$ cat src/rtl/btn_pkg.sv
// Shared encodings for the push-button conditioning blocks.
// State codes are fixed so state_dbg can be read directly on a logic analyser.
package btn_pkg;

  localparam int STATE_W = 3;

  localparam logic [STATE_W-1:0] S_IDLE         = 3'd0;
  localparam logic [STATE_W-1:0] S_WAIT_PRESS   = 3'd1;
  localparam logic [STATE_W-1:0] S_PULSE        = 3'd2;
  localparam logic [STATE_W-1:0] S_HELD         = 3'd3;
  localparam logic [STATE_W-1:0] S_WAIT_RELEASE = 3'd4;

endpackage

$ cat src/rtl/btn_sync2.sv
// Two-flop synchronizer for a raw asynchronous button pin.
// Both stages clear on reset, so a held button reads as released until sampled.
module btn_sync2 (
  input  logic clk,
  input  logic rst,
  input  logic d,
  output logic q
);

  logic meta;

  always_ff @(posedge clk or posedge rst) begin
    if (rst) begin
      meta <= 1'b0;
      q    <= 1'b0;
    end else begin
      meta <= d;
      q    <= meta;
    end
  end

endmodule

$ cat src/rtl/btn_debounce_pulse.sv
// Debounces one push-button and emits a single stretched pulse per accepted press,
// long enough for logic on the slow move clock to sample every press exactly once.
module btn_debounce_pulse
  import btn_pkg::*;
#(
  parameter int DB_CYCLES    = 1000000,
  parameter int PULSE_CYCLES = 1048576,
  parameter int CNT_W        = 21
) (
  input  logic       clk,
  input  logic       rst,
  input  logic       btn_in,
  output logic       btn_level,
  output logic       btn_pulse,
  output logic [7:0] press_count,
  output logic [2:0] state_dbg
);

  localparam logic [CNT_W-1:0] DB_LAST    = CNT_W'(DB_CYCLES - 1);
  localparam logic [CNT_W-1:0] PULSE_LAST = CNT_W'(PULSE_CYCLES - 1);

  logic               sync;
  logic [STATE_W-1:0] state;
  logic [STATE_W-1:0] state_next;
  logic [CNT_W-1:0]   cnt;
  logic               counting;
  logic               accept;

  btn_sync2 u_sync (
    .clk (clk),
    .rst (rst),
    .d   (btn_in),
    .q   (sync)
  );

  // Illegal codes fall into the default arm and recover to S_IDLE.
  always_comb begin
    state_next = S_IDLE;
    case (state)
      S_IDLE:         state_next = sync ? S_WAIT_PRESS : S_IDLE;
      S_WAIT_PRESS: begin
        if (!sync)             state_next = S_IDLE;
        else if (cnt == DB_LAST) state_next = S_PULSE;
        else                   state_next = S_WAIT_PRESS;
      end
      S_PULSE:        state_next = (cnt == PULSE_LAST) ? S_HELD : S_PULSE;
      S_HELD:         state_next = sync ? S_HELD : S_WAIT_RELEASE;
      S_WAIT_RELEASE: begin
        if (sync)              state_next = S_HELD;
        else if (cnt == DB_LAST) state_next = S_IDLE;
        else                   state_next = S_WAIT_RELEASE;
      end
      default:        state_next = S_IDLE;
    endcase
  end

  assign counting = (state == S_WAIT_PRESS) || (state == S_PULSE) ||
                    (state == S_WAIT_RELEASE);
  assign accept   = (state == S_WAIT_PRESS) && sync && (cnt == DB_LAST);

  always_ff @(posedge clk or posedge rst) begin
    if (rst) begin
      state <= S_IDLE;
    end else begin
      state <= state_next;
    end
  end

  // One counter serves every timed state; any state change restarts it.
  always_ff @(posedge clk or posedge rst) begin
    if (rst) begin
      cnt <= '0;
    end else if (state_next != state) begin
      cnt <= '0;
    end else if (counting) begin
      cnt <= cnt + CNT_W'(1);
    end
  end

  always_ff @(posedge clk or posedge rst) begin
    if (rst) begin
      press_count <= 8'd0;
    end else if (accept) begin
      press_count <= press_count + 8'd1;
    end
  end

  assign btn_pulse = (state == S_PULSE);
  assign btn_level = (state == S_PULSE) || (state == S_HELD) ||
                     (state == S_WAIT_RELEASE);
  assign state_dbg = state;

endmodule

$ cat config.mk
export PLATFORM = sky130hd
export DESIGN_NAME = btn_debounce_pulse
export DESIGN_NICKNAME = d
export VERILOG_FILES = /design/src/rtl/btn_pkg.sv /design/src/rtl/btn_sync2.sv /design/src/rtl/btn_debounce_pulse.sv
export SDC_FILE = /design/constraint.sdc
export NUM_CORES = 1
export LEC_CHECK = 0
export CAP_MARGIN = 0
export CORE_MARGIN = 1.5
export CORE_UTILIZATION = 35
export DETAILED_ROUTE_END_ITERATION = 6
export SYNTH_ARGS = -nofsm -noshare
export SYNTH_HDL_FRONTEND = slang
export SYNTH_SLANG_ARGS = --single-unit
$ cat constraint.sdc
create_clock -name clk -period 2.4 [get_ports clk]
set_input_delay 0.72 -clock clk [delete_from_list [all_inputs] [get_ports clk]]
set_output_delay 0.72 -clock clk [all_outputs]
set_load 0.05 [all_outputs]
==> reports/results.md <==
| Group | Result | Reported |
|---|---|---|
| timing | Endpoints failing setup | 0 |
| routing | Total via count in the routed design | 1,431 |
| logic synthesis | Post-Syn Nets | 182 |
| logic synthesis | Library cells used by synthesis | 43 |
| finish | Fraction of final layout cells with drive strength greater than 1 | 0.241 |
| timing | Share of the cycle needed by the critical path after routing | 0.997 |
| logic synthesis | Ys flop type | sky130_fd_sc_hd__dfrtp_1 |
| timing | Max_slew headroom | 0.663 |
| routing | Drt initial violations | 67 |
| placed design | # placed instances | 271 |
| timing | Final critical path time including I/O delays and setup | 2.39 ns |
| critical path | Critical path type | flop to flop |
| die | X dimension of the die | 74.9 µm |
| critical path | Largest incremental delay on the critical path | 0.50 ns |
| timing | Final Skew | 0.00693 ns |
| power and ir drop | Leak | 0.936 nW |
| timing | Worst Tran Pin Value | 0.505 ns |
| logic synthesis | Share of the yosys chip area belonging to registers | 0.470 |
| placed design | Half-perimeter wire length of the detailed placement result | 2.59 mm |
| grt | Wire length of the first global-routing pass | 6.29 mm |
| critical path | Maximum net fanout on the critical path | 5 |
| grt | Global-route total usage across every layer | 0.148 |
| finish | Number of antenna repair diodes | 0 |
| clock network | Depth of the CTS H-tree | 2 |
| clock network | Clock edge transition at the registers on the reported setup and hold paths | 0.07 ns |
| finish | Commonest non-fill, non-tap cell in the layout | sky130_fd_sc_hd__dfrtp_1 |
| die | Die Outline Area | 0.00562 mm² |
| logic synthesis | Yosys warning total | 0 |
| logic synthesis | Post-Syn Area | 0.00181 mm² |
| finish | Final net count | 216 |
| clock network | Clk sinks | 34 |
| critical path | Slowest CP cell | sky130_fd_sc_hd__or4_1 |
| finish | Final instance count without filler cells | 282 |
| finish | Area grow syn2layout | 28.5% |
| clock network | Number of buffers created by CTS | 5 |
| grt | Vias in the first global route | 1,334 |
| critical path | Series of cell instances along the critical path | or4_1 -> or4_4 -> or3_4 -> o2111ai_4 -> clkbuf_16 -> a21oi_1 |
| placed design | Worst setup timing slack at the placement stage | 0.0366 ns |
| placed design | Placed cell areas | 0.00216 mm² |
| power and ir drop | Largest voltage drop on the vdd net | 0.163 mV |
| clock network | Clock tree from TritonCTS | done |
| critical path | Critical path capture point type | flop |
| die | I/O Pins | 16 |
| logic synthesis | Async set or reset register ratio after synthesis | 1.00 |
| routing | Antenna Nets Post-Route | 0 |
| timing | Number of pins exceeding their max-slew limit in the final report | 0 |
| critical path | Arrival time reported for the critical path endpoint | 2.55 ns |
| timing | Number of hold-slack violations in the final timing report | 0 |
| die | Effective utilization at floorplan | 0.359 |
| finish | Final non-filler cell area | 0.00233 mm² |
| finish | Number of inserted filler cells in the final layout | 506 |
| routing | Detail-routed net length per standard cell | 13.8 µm |
| timing | Setup repair after global routing missed its margin | yes |
| logic synthesis | Flops & latches, synth | 34 |
| placed design | Port bufs | 15 |
| hold path | Worst hold-check path type | flop to flop |
| run | Reported max-cap violation count | 0 |
| outcome | Status | finished clean |
| clock network | Skew-Pair Late Insertion Delay | 0.28 ns |
| timing | Max Freq | 418 MHz |
| grt | Global route total overflow | 0 |
| timing | Worst path setup slack after routing | 0.00753 ns |
| logic synthesis | Number of standard cells after synthesis | 177 |
| routing | First-pass detailed-route iteration total | 4 |
| die | Row count | 26 |
| logic synthesis | Post-synthesis area per instance | 10.2 µm² |
| clock network | Clock root buffer | sky130_fd_sc_hd__clkbuf_8 |
| finish | Most used cells in the layout excluding fill and tap cells | sky130_fd_sc_hd__dfrtp_1 (32), sky130_fd_sc_hd__xnor2_1 (22), sky130_fd_sc_hd__a21oi_1 (19) |
| routing | Via density per instance | 5.07 |
| critical path | Required @ worst endpoint | 2.56 ns |
| die | Placeable core region | 0.00504 mm² |
| die | Die height | 74.9 µm |
| grt | Maximum number of pins on one net before global-route repair | 35 |
| clock network | Maximum buffer depth of the clock tree | 2 |
| logic synthesis | Count of flip-flops with a built-in enable after synthesis | 0 |
| routing | Post-route DRC violation count | 0 |
| power and ir drop | Total power draw | 1.09 mW |
| critical path | Kind of start point of the critical path | flop |
| routing | Total Routed Length | 3.90 mm |
| placed design | Placer congestion estimate | 0.757 |
| grt | Antenna violations before repair | 0 |
| power and ir drop | Power per cell area | 466 mW/mm² |
==> metrics by stage <==
stage	utilization	hold WS [ns]	setup TNS (ns)
after global placement	0.429	0.336	0
after detailed placement	0.429	0.336	0
after CTS	0.447	0.366	0
after global routing	0.462	0.381	-1.33
final	0.462	0.360	0
after floorplan	-	0.331	0
==> cell families (layout without fill, tap and decap cells) <==
kind of cell	count (synthesis)	in the layout	share of synthesized area
adder cells (fa/ha/maj)	2	2	0.0138
flip-flops	34	34	0.470
XOR/XNOR	28	28	0.135
buffers and inverters	14	49	0.0387
AND/OR/NAND/NOR	62	62	0.215
AO/OA/AOI/OAI	35	35	0.115
multiplexers	2	2	0.0117
==> cell type report <==
class	instances	area, µm²	area share
clock buffers	7	86.3	0.0371
clock inverters	1	5.00	0.00215
inverters	6	22.5	0.00968
multi-input cells	129	930	0.399
flip-flops and latches	34	853	0.367
well taps	70	87.6	0.0376
repair buffers	35	343	0.147
==> path summary, 6_finish.rpt <==
| kind | from | to | slack, ns | cells past startpoint |
|---|---|---|---|---|
| setup / recovery | cnt[7]$_DFFE_PP0P_ | cnt[2]$_DFFE_PP0P_ | 0.008 | 6 |
| hold / removal | u_sync.meta$_DFF_PP0_ | u_sync.q$_DFF_PP0_ | 0.36 | 0 |
| setup reg to reg | cnt[7]$_DFFE_PP0P_ | cnt[2]$_DFFE_PP0P_ | 0.008 | 6 |
| hold reg to reg | u_sync.meta$_DFF_PP0_ | u_sync.q$_DFF_PP0_ | 0.36 | 0 |
| max in group asynchronous | rst | state_dbg[1]$_DFF_PP0_ | 1.24 | 3 |
| min in group asynchronous | rst | u_sync.q$_DFF_PP0_ | 0.83 | 3 |
==> sequential cells by signal (all words and copies together) (netlist names) <==
signal / flops
state_dbg: 3
press_count: 8
u_sync.q: 1
cnt: 21
u_sync.meta: 1
==> report_power, final <==
part / internal [mW] / switching, mW / total, mW / leakage (nW)
Sequential: 0.579 / 0.00891 / 0.587 / 0.464
Combinational: 0.0268 / 0.0401 / 0.0669 / 0.425
Clock: 0.231 / 0.200 / 0.431 / 0.0482
Total: 0.837 / 0.249 / 1.09 / 0.936
==> synthesized netlist by cell type (all sizes together), types with 2 or more instances <==
library cell	number	area, µm²
nand3	5	25.0
a21oi	23	119
a22oi	2	15.0
or2	3	18.8
or4b	2	20.0
nor3b	2	15.0
clkbuf	3	11.3
nand2	9	33.8
o21ai	4	20.0
ha	2	25.0
xor2	6	52.6
nand4	7	43.8
xnor2	22	193
inv	6	22.5
or4	2	18.8
dfrtp	34	851
nor4	7	58.8
and3	3	18.8
nor3	7	35.0
nor2	5	18.8
and4	4	36.3
buf	5	36.3
==> routing by layer <==
metal	track usage	part of all wire	vias to the layer above
li1	-	-	706
met1	0.203	0.49	705
met2	0.234	0.47	15
met3	0.0241	0.021	5
met4	0.0606	0.016	0
met5	0	0	-
==> critical path, delay by kind of cell, from the launching register on <==
family | cells | cell delay [ns]
AND/OR/NAND/NOR | 3 | 1.30
buffers and inverters | 1 | 0.21
AO/OA/AOI/OAI | 2 | 0.37
flip-flops | 1 | 0.39
==> timing repair <==
| item | CTS | global route |
|---|---|---|
| setup endpoints to repair | 0 | 27 |
| resized for setup | 0 | 6 |
| hold buffers | 0 | 0 |
| buffers inserted | 0 | 1 |
Note: power is estimated with default switching activity, not from simulation.
